### src/rtl/i2c_pkg.sv
// Shared types and constants for the I2C target: FSM state encoding and
// byte/address widths.
package i2c_pkg;

  localparam int unsigned I2C_BYTE_W = 8;
  localparam int unsigned I2C_ADDR_W = 7;
  localparam logic [I2C_ADDR_W-1:0] I2C_GC_ADDR = 7'h00;

  typedef enum logic [2:0] {
    ST_IDLE,
    ST_ADDR,
    ST_ADDR_ACK,
    ST_RX_BYTE,
    ST_RX_ACK,
    ST_TX_BYTE,
    ST_TX_ACK,
    ST_WAIT_STOP
  } i2c_state_e;

endpackage

### src/rtl/i2c_bus_sync.sv
// SCL/SDA synchronizer with one edge-detect register; produces SCL edges,
// START and STOP events and the synchronized SDA level.
module i2c_bus_sync #(
  parameter int unsigned SYNC_STAGES = 2
) (
  input  logic clk,
  input  logic rst_n,
  input  logic scl_raw,
  input  logic sda_raw,
  output logic sda,
  output logic scl_rise,
  output logic scl_fall,
  output logic start,
  output logic stop
);

  logic [SYNC_STAGES-1:0] scl_sync;
  logic [SYNC_STAGES-1:0] sda_sync;
  logic                   scl_s;
  logic                   scl_d;
  logic                   sda_d;

  // Reset to the idle-bus level so reset release never looks like an edge.
  always_ff @(posedge clk or negedge rst_n) begin
    if (!rst_n) begin
      scl_sync <= '1;
      sda_sync <= '1;
      scl_d    <= 1'b1;
      sda_d    <= 1'b1;
    end else begin
      scl_sync <= {scl_sync[SYNC_STAGES-2:0], scl_raw};
      sda_sync <= {sda_sync[SYNC_STAGES-2:0], sda_raw};
      scl_d    <= scl_sync[SYNC_STAGES-1];
      sda_d    <= sda_sync[SYNC_STAGES-1];
    end
  end

  assign scl_s    = scl_sync[SYNC_STAGES-1];
  assign sda      = sda_sync[SYNC_STAGES-1];
  assign scl_rise = scl_s & ~scl_d;
  assign scl_fall = ~scl_s & scl_d;
  assign start    = scl_s & scl_d & sda_d & ~sda;
  assign stop     = scl_s & scl_d & ~sda_d & sda;

endmodule

### src/rtl/i2c_target.sv
// 7-bit-address I2C target with valid/ready byte handshakes; never stretches SCL.
// Define I2C_TARGET_GENERAL_CALL_EN to also ACK general-call writes (adds RX_GC).
module i2c_target
  import i2c_pkg::*;
#(
  parameter logic [I2C_ADDR_W-1:0] TARGET_ADDR = 7'h50,
  parameter int unsigned           SYNC_STAGES = 2
) (
  input  logic                  PCLK,
  input  logic                  PRESETn,
  input  logic                  SCL,
  input  logic                  SDA,
  output logic                  SDA_OE,
  output logic [I2C_BYTE_W-1:0] RX_DATA,
  output logic                  RX_VLD,
`ifdef I2C_TARGET_GENERAL_CALL_EN
  output logic                  RX_GC,
`endif
  input  logic                  RX_READY,
  input  logic [I2C_BYTE_W-1:0] TX_DATA,
  input  logic                  TX_VLD,
  output logic                  TX_ACK,
  output logic                  TX_UNDERRUN,
  output logic                  BUSY
);

  i2c_state_e            state;
  logic [2:0]            bit_cnt;
  logic [I2C_BYTE_W-1:0] shift;
  logic [I2C_BYTE_W-1:0] shift_in;
  logic [I2C_BYTE_W-1:0] tx_byte;
  logic                  rw;
  logic                  ack_phase;
  logic                  sda_s;
  logic                  scl_rise;
  logic                  scl_fall;
  logic                  start_det;
  logic                  stop_det;
  logic                  addr_hit;
  logic                  gc_hit;
  logic                  tx_load;

  i2c_bus_sync #(
    .SYNC_STAGES(SYNC_STAGES)
  ) u_bus_sync (
    .clk     (PCLK),
    .rst_n   (PRESETn),
    .scl_raw (SCL),
    .sda_raw (SDA),
    .sda     (sda_s),
    .scl_rise(scl_rise),
    .scl_fall(scl_fall),
    .start   (start_det),
    .stop    (stop_det)
  );

  assign shift_in = {shift[I2C_BYTE_W-2:0], sda_s};
  assign addr_hit = (shift_in[I2C_BYTE_W-1:1] == TARGET_ADDR);
  assign tx_byte  = TX_VLD ? TX_DATA : '1;

`ifdef I2C_TARGET_GENERAL_CALL_EN
  logic is_gc;
  assign gc_hit = (shift_in[I2C_BYTE_W-1:1] == I2C_GC_ADDR) && !shift_in[0];
`else
  assign gc_hit = 1'b0;
`endif

  // Both the end of the address ACK (read) and the end of a master ACK fetch
  // the next read byte on the same scl_fall, so they share one load path.
  assign tx_load = scl_fall && ack_phase &&
                   ((state == ST_ADDR_ACK && rw) || state == ST_TX_ACK);

  always_ff @(posedge PCLK or negedge PRESETn) begin
    if (!PRESETn) begin
      state       <= ST_IDLE;
      bit_cnt     <= '0;
      shift       <= '0;
      rw          <= 1'b0;
      ack_phase   <= 1'b0;
      SDA_OE      <= 1'b0;
      RX_DATA     <= '0;
      RX_VLD      <= 1'b0;
      TX_ACK      <= 1'b0;
      TX_UNDERRUN <= 1'b0;
      BUSY        <= 1'b0;
`ifdef I2C_TARGET_GENERAL_CALL_EN
      is_gc       <= 1'b0;
      RX_GC       <= 1'b0;
`endif
    end else begin
      RX_VLD      <= 1'b0;
      TX_ACK      <= 1'b0;
      TX_UNDERRUN <= 1'b0;
`ifdef I2C_TARGET_GENERAL_CALL_EN
      RX_GC       <= 1'b0;
`endif
      if (stop_det) begin
        state   <= ST_IDLE;
        SDA_OE  <= 1'b0;
        BUSY    <= 1'b0;
        bit_cnt <= '0;
      end else if (start_det) begin
        state   <= ST_ADDR;
        SDA_OE  <= 1'b0;
        bit_cnt <= '0;
      end else if (tx_load) begin
        shift       <= {tx_byte[I2C_BYTE_W-2:0], 1'b1};
        SDA_OE      <= ~tx_byte[I2C_BYTE_W-1];
        TX_ACK      <= TX_VLD;
        TX_UNDERRUN <= ~TX_VLD;
        bit_cnt     <= '0;
        state       <= ST_TX_BYTE;
      end else begin
        case (state)
          ST_ADDR: begin
            if (scl_rise) begin
              shift   <= shift_in;
              bit_cnt <= bit_cnt + 3'd1;
              if (bit_cnt == 3'd7) begin
                rw        <= shift_in[0];
                ack_phase <= 1'b0;
`ifdef I2C_TARGET_GENERAL_CALL_EN
                is_gc     <= gc_hit;
`endif
                if (addr_hit || gc_hit) begin
                  state <= ST_ADDR_ACK;
                  BUSY  <= 1'b1;
                end else begin
                  state <= ST_WAIT_STOP;
                end
              end
            end
          end
          ST_ADDR_ACK, ST_RX_ACK: begin
            if (scl_fall) begin
              if (!ack_phase) begin
                SDA_OE    <= 1'b1;
                ack_phase <= 1'b1;
              end else begin
                SDA_OE <= 1'b0;
                state  <= ST_RX_BYTE;
              end
            end
          end
          ST_RX_BYTE: begin
            if (scl_rise) begin
              shift   <= shift_in;
              bit_cnt <= bit_cnt + 3'd1;
              if (bit_cnt == 3'd7) begin
                if (RX_READY) begin
                  RX_DATA   <= shift_in;
                  RX_VLD    <= 1'b1;
`ifdef I2C_TARGET_GENERAL_CALL_EN
                  RX_GC     <= is_gc;
`endif
                  ack_phase <= 1'b0;
                  state     <= ST_RX_ACK;
                end else begin
                  state <= ST_WAIT_STOP;
                end
              end
            end
          end
          ST_TX_BYTE: begin
            if (scl_fall) begin
              bit_cnt <= bit_cnt + 3'd1;
              if (bit_cnt == 3'd7) begin
                SDA_OE    <= 1'b0;
                ack_phase <= 1'b0;
                state     <= ST_TX_ACK;
              end else begin
                SDA_OE <= ~shift[I2C_BYTE_W-1];
                shift  <= {shift[I2C_BYTE_W-2:0], 1'b1};
              end
            end
          end
          ST_TX_ACK: begin
            if (scl_rise) begin
              if (sda_s) state <= ST_WAIT_STOP;
              else       ack_phase <= 1'b1;
            end
          end
          default: ;
        endcase
      end
    end
  end

endmodule

### config.mk
export PLATFORM = sky130hd
export DESIGN_NAME = i2c_target
export DESIGN_NICKNAME = d
export VERILOG_FILES = /design/src/rtl/i2c_pkg.sv /design/src/rtl/i2c_bus_sync.sv /design/src/rtl/i2c_target.sv
export SDC_FILE = /design/constraint.sdc
export NUM_CORES = 1
export LEC_CHECK = 0
export ABC_AREA = 0
export BUFFER_PORTS_ARGS = -buffer_cell sky130_fd_sc_hd__buf_4
export CORE_ASPECT_RATIO = 1.1
export CORE_UTILIZATION = 38
export CTS_CLUSTER_DIAMETER = 60
export DETAILED_ROUTE_END_ITERATION = 16
export PLACE_DENSITY = 0.68
export SETUP_SLACK_MARGIN = 0.5
export SYNTH_ARGS = -nofsm -noshare
export SYNTH_HDL_FRONTEND = slang
export SYNTH_HIERARCHICAL = 1
export SYNTH_SLANG_ARGS = --single-unit
### constraint.sdc
create_clock -name PCLK -period 2.01 [get_ports PCLK]
set_clock_uncertainty 0.05 [all_clocks]
set_input_delay 0.402 -clock PCLK [delete_from_list [all_inputs] [get_ports PCLK]]
set_output_delay 0.402 -clock PCLK [all_outputs]
set_load 0.02 [all_outputs]
Word level (Yosys, flattened, before mapping). Index checks and enable logic that the tools add are counted.

Bits in registers: 35. Bits in latches: 0. RAM bits: 0. Bits in read-only memories: 0. Input bits: 14. Output and inout bits: 13. Word-level logic and storage cells: 154. Memories: 0.

Add/subtract/negate cells: 1. Multiply operators: 0. Divide/modulo/power cells: 0. $lt $le $gt $ge: 0. Eq/ne operators: 32. Shift operators: 0. Muxes and demuxes: 66. Bitwise operators: 17. Reduce and logical (&&, ||, !) cells: 23.

Operators with widths (count): $mux 3 (19); $ne 5x5->1 const B (9); $mux 8 (5); $mux 1 (36); $ne 2x2->1 const B (9); $reduce_and 6->1 (3); $pmux 8 s2 (1); $pmux 3 s5 (1); $reduce_bool 5->1 (3); $eq 3x3->1 const B (4); $reduce_and 12->1 (1); $reduce_and 11->1 (1); $not 1->1 (10); $reduce_bool 2->1 (4); $reduce_bool 8->1 (1); $and 1x1->1 (7); $eq 7x7->1 const B (1); $reduce_and 7->1 (1); $eq 3x2->1 const B (2); $ne 3x3->1 const B (2); $pmux 3 s2 (1); $reduce_and 3->1 (2); $ne 5x1->1 const B (1); $ne 5x4->1 const B (1); 11 further kinds (14).

Depth between registers and ports, before layout.
Word-level depth: 8. Gate-level depth with buffers: 8. Mapped depth without buffers: 7.

By module. The synthesis kept the hierarchy.

Modules (own cells, without submodules): i2c_target (times used 1, cells each 157, area an instance 1609.0 um2, seq. area each 725.7 um2); i2c_bus_sync (times used 1, cells each 10, area an instance 190.2 um2, seq. area each 157.7 um2).

Worst setup path before layout. OpenSTA, ideal clock, no wires.

Path kind: register to register. Start point: register u_bus_sync.scl_d. End point: register ack_phase. Library setup time: 0.125 ns. Arrival: 1.788 ns. Data required time: 1.835 ns. Setup slack: 0.047 ns. Stages on the path, launching flop included: 7. Path buffers: 0. Clock period less this slack: 1.963 ns. Cells stage by stage: dfstp_2 nor2b_1 nand2_1 nor3_4 nand2b_4 nand4b_1 mux2_2.

Word-level cells in the longest chain between the ends: 5. Elaborated cells on any way between the ends: 19. Those cells by class: eq/ne (5); bitwise (11); reduce/logical (3).

Ends and longest elaborated chain: start: declaration (line i2c_bus_sync.sv:20) `logic scl_d;`; start signal: assignment (line i2c_bus_sync.sv:33) `scl_d <= scl_sync[SYNC_STAGES-1];`; $and 1x1->1 * (line i2c_bus_sync.sv:41) `assign scl_fall = ~scl_s & scl_d;`; named net scl_fall (line i2c_target.sv:36) `logic scl_fall;`; $logic_and 1x1->1 (2 in series) (line i2c_target.sv:70) `assign tx_load = scl_fall && ack_phase &&`; $not 1->1 (no source line); $reduce_and 12->1 (no source line) *; end signal: assignment (line i2c_target.sv:79) `ack_phase <= 1'b0;`; end signal: assignment (line i2c_target.sv:121) `ack_phase <= 1'b0;`; end signal: assignment (line i2c_target.sv:138) `ack_phase <= 1'b1;`; end: declaration (line i2c_target.sv:33) `logic ack_phase;`.

Mark *: on every way through the listed nets, which the timed path passes. The rest lies on a longest branch. A chain may end at the register's enable or synchronous reset.

Final worst setup path.
Start point: register bit_cnt[0]. End point: register state[2].

Word-level cells in the longest chain between the ends: 3. Elaborated cells on any way between the ends: 5. Those cells by class: eq/ne (4); reduce/logical (1).

Ends and longest elaborated chain: start: declaration (line i2c_target.sv:28) `logic [2:0] bit_cnt;`; start signal: assignment (line i2c_target.sv:118) `bit_cnt <= bit_cnt + 3'd1;`; start signal: assignment (line i2c_target.sv:148) `bit_cnt <= bit_cnt + 3'd1;`; start signal: assignment (line i2c_target.sv:166) `bit_cnt <= bit_cnt + 3'd1;`; $eq 3x3->1 * (line i2c_target.sv:119, i2c_target.sv:149, i2c_target.sv:167); $ne 5x5->1 (no source line); $reduce_and 11->1 (no source line) *; end signal: assignment (line i2c_target.sv:126) `state <= ST_ADDR_ACK;`; end signal: assignment (line i2c_target.sv:157) `state <= ST_RX_ACK;`; end signal: assignment (line i2c_target.sv:170) `state <= ST_TX_ACK;`; end: declaration (line i2c_target.sv:27) `i2c_state_e state;`.

Mark *: on every way between the ends. The rest lies on a longest branch, timed or not.

==> flow_metrics.env <==
export IMPL_gp_congestion=0.815
export IMPL_synthArstFlopShare_pct=100
export IMPL_synth_top_area_share_pct=40.3
export IMPL_wirelength_mm=4.51
export IMPL_synth_ff_type="dfrtp_1"
export IMPL_start_util_pct=40.8
export IMPL_synth_distinct_cells=46
export IMPL_grt_first_pass_wirelength_mm=6.76
export IMPL_peakVddDrop_mv=0.623
export IMPL_dr_wl_met2_mm=2.26
export IMPL_synth_cells=167
export IMPL_register_area_sq_um=885
export IMPL_n_antenna_cell=0
export IMPL_clock_latency_ns=0.29
export IMPL_clk_pin_slew_worst_paths_ns=0.07
export IMPL_first_pass_iters=4
export IMPL_finalSetupTns_ns=0
export IMPL_timing_rr_start="bit_cnt[0]$_DFFE_PN0P_"
export IMPL_min_period_ns=1.87
export IMPL_maxUsedRoutingLayer="met4"
export IMPL_dp_hpwl_mm=2.54
export IMPL_multiInputGateArea_sq_um=1040
export IMPL_p_int_w=0.00196
export IMPL_required_ns=2.14
export IMPL_r2r_slack_ns=0.14
export IMPL_maxCapViolations=0
export IMPL_place_ws_ns=0.101
export IMPL_grt_max_degree=36
export IMPL_yosysTopAreaCell="dfrtp_1"
export IMPL_nFillCells=348
export IMPL_drt_iter0_markers=124
export IMPL_max_freq_mhz=535
export IMPL_cts_buffers=5
export IMPL_run_status="completed"
export IMPL_synth_area_top_cells="dfrtp_1 40%, dfstp_2 8.8%, mux2_2 6.3%"
export IMPL_avgRoutedWirePerCell_um=16.0
export IMPL_drive_gt1_share_pct=57.5
export IMPL_grtUsageTotal_pct=18.4
export IMPL_reg2reg_depth=7
export IMPL_synth_edf_count=0
export IMPL_synth_nets=183
export IMPL_synth_most_common_cell="dfrtp_1"
export IMPL_h_tree_depth=2
export IMPL_layout_nets=243
export IMPL_cp_arrival_ns=1.99
export IMPL_cts_tree="yes"
export IMPL_viasPerCell=5.30
export IMPL_swShare_pct=35.9
export IMPL_vias=1496
export IMPL_worstPathMaxFanout=3
export IMPL_fp_dieH_um=74.2
export IMPL_setup_viol=0
export IMPL_syn2layout_area_growth_pct=48.5
export IMPL_cts_sinks=35
export IMPL_wl_met3_um=212
export IMPL_drc=0
export IMPL_grt_overflow_total=0
export IMPL_rsz0062_at_grt="yes"
export IMPL_setup_ws_ns=0.142
export IMPL_coreArea_sq_um=4410
export IMPL_die_x_um=67.6
export IMPL_drt_met1_wl_mm=1.96
export IMPL_crit_path_end_kind="flop"
export IMPL_clockBufferDepth=2
export IMPL_root_buffer="clkbuf_8"
export IMPL_antenna_left=0
export IMPL_slew_headroom_pct=71.6
export IMPL_hold_violations=0
export IMPL_place_area_sq_um=2100
export IMPL_leakage_nw=1.22
export IMPL_rows=25
export IMPL_switchingPower_w=0.00110
export IMPL_instances_no_fill=282
export IMPL_grt_pass1_vias=1447
export IMPL_pwr_share_comb_pct=45.1
export IMPL_drv_slew=0
export IMPL_clkPwrFrac_pct=21.2
export IMPL_fin_area_sq_um=2670
export IMPL_ys_seq_area_share_pct=49.1
export IMPL_netlist_area_sq_um=1800
export IMPL_worstReg2RegEnd="state[2]$_DFFE_PN0P_"
export IMPL_grt_antenna_before_repair=0
export IMPL_die_area_sq_um=5010
export IMPL_power_density_nw_per_um2=1140
export IMPL_synthTopCellsByCount="29 x dfrtp_1, 18 x o21ai_0, 16 x nor2_1"
export IMPL_io_pins=27
export IMPL_crit_type="reg2reg"
export IMPL_avgSynthCellArea_sq_um=10.8
export IMPL_dp_cells=247
export IMPL_port_buffers=26
export IMPL_min_path_type="in2async"
export IMPL_synth_warning_count=6
export IMPL_period_share_pct=92.9
export IMPL_cp_start_kind="flop"
export IMPL_ys_seq_elements=35
export IMPL_seqPwrFrac_pct=33.7
export IMPL_tightest_slew_ns=0.420
[state kept, by name, summed over array words and instances, names as in the netlist, 2 cells and up]
register,flops
bit_cnt,3
RX_DATA,8
u_bus_sync/sda_sync,2
u_bus_sync/scl_sync,2
shift,8
state,3
[cells by family after synthesis]
family	share of synthesized area (%)
simple gates	23.8
buf+inv	4.17
xor+xnor	0.487
mux	8.62
compound gates	12.4
flops	49.1
fa+ha+maj	1.39
[how the worst max path moves through the flow]
stage / startpoint / to / cells after the start
after floorplan: u_bus_sync/scl_d$_DFF_PN1_ / ack_phase$_DFFE_PN0P_ / 6
after global placement: u_bus_sync/scl_sync[1]$_DFF_PN1_ / RX_DATA[4]$_DFFE_PN0P_ / 6
after detailed placement: u_bus_sync/scl_d$_DFF_PN1_ / ack_phase$_DFFE_PN0P_ / 6
after CTS: bit_cnt[1]$_DFFE_PN0P_ / state[0]$_DFFE_PN0P_ / 7
after global routing: u_bus_sync/scl_sync[1]$_DFF_PN1_ / rw$_DFFE_PN0P_ / 5
final: bit_cnt[0]$_DFFE_PN0P_ / state[2]$_DFFE_PN0P_ / 7
[power by group through the flow]
stage,logic [W],registers (W),clock network [W]
3_5_place_dp,0.000943,0.00103,0
4_1_cts,0.00119,0.00103,0.000660
2_1_floorplan,0.000750,0.00101,0
6_report,0.00138,0.00103,0.000648
3_3_place_gp,0.000928,0.00103,0
5_1_grt,0.00151,0.00105,0.000700
[layout by cell type (no fill, tap or decap), drive strengths merged, types with 3 or more instances in the layout]
master	count
nor4	3
nor2	18
nand3b	8
mux2	12
buf	59
inv	4
clkbuf	6
dfrtp	29
nand2b	4
nor3	4
nand2	14
o21ai	19
nand3	4
dfstp	6
nor2b	4
a21oi	4
[critical path, cell delays in order, from the launching register on]
cell	delay, ns
dfrtp_1	0.36
ha_2	0.19
ha_4	0.15
a21bo_4	0.22
a32oi_2	0.19
o211a_1	0.24
nor2_4	0.06
mux2_4	0.29
[timing repair]
item	4_1_cts	5_1_grt
endpoints found under the setup margin	29	29
gates cloned	3	0
setup buffers	12	12
resized for setup	37	21
hold buffers	0	0
pin swaps	11	9
[metal layers]
| metal | global-route usage (%) | vias to the layer above |
|---|---|---|
| met5 | 0 | - |
| met4 | 7.57 | 0 |
| met3 | 4.14 | 7 |
| met2 | 29.5 | 47 |
| met1 | 23.7 | 720 |
| li1 | - | 722 |
[metrics by stage]
step           hold slack (ns)  utilization [%]  total power [W]
2_1_floorplan           0.0564                -          0.00176
3_3_place_gp             0.298             47.6          0.00196
3_5_place_dp             0.297             47.6          0.00197
4_1_cts                 0.0243             56.3          0.00288
5_1_grt                 0.0355             60.6          0.00326
6_report               0.00543             60.6          0.00306
[layout make-up]
class	count	area share, %
Multi-Input combinational cell	122	38.8
Inverter	4	0.749
Clock inverter	2	1.31
Sequential cell	35	33.1
Timing Repair Buffer	59	20.4
Clock buffer	6	3.09
Tap cell	54	2.53
Note: power is estimated with default switching activity, not from simulation.
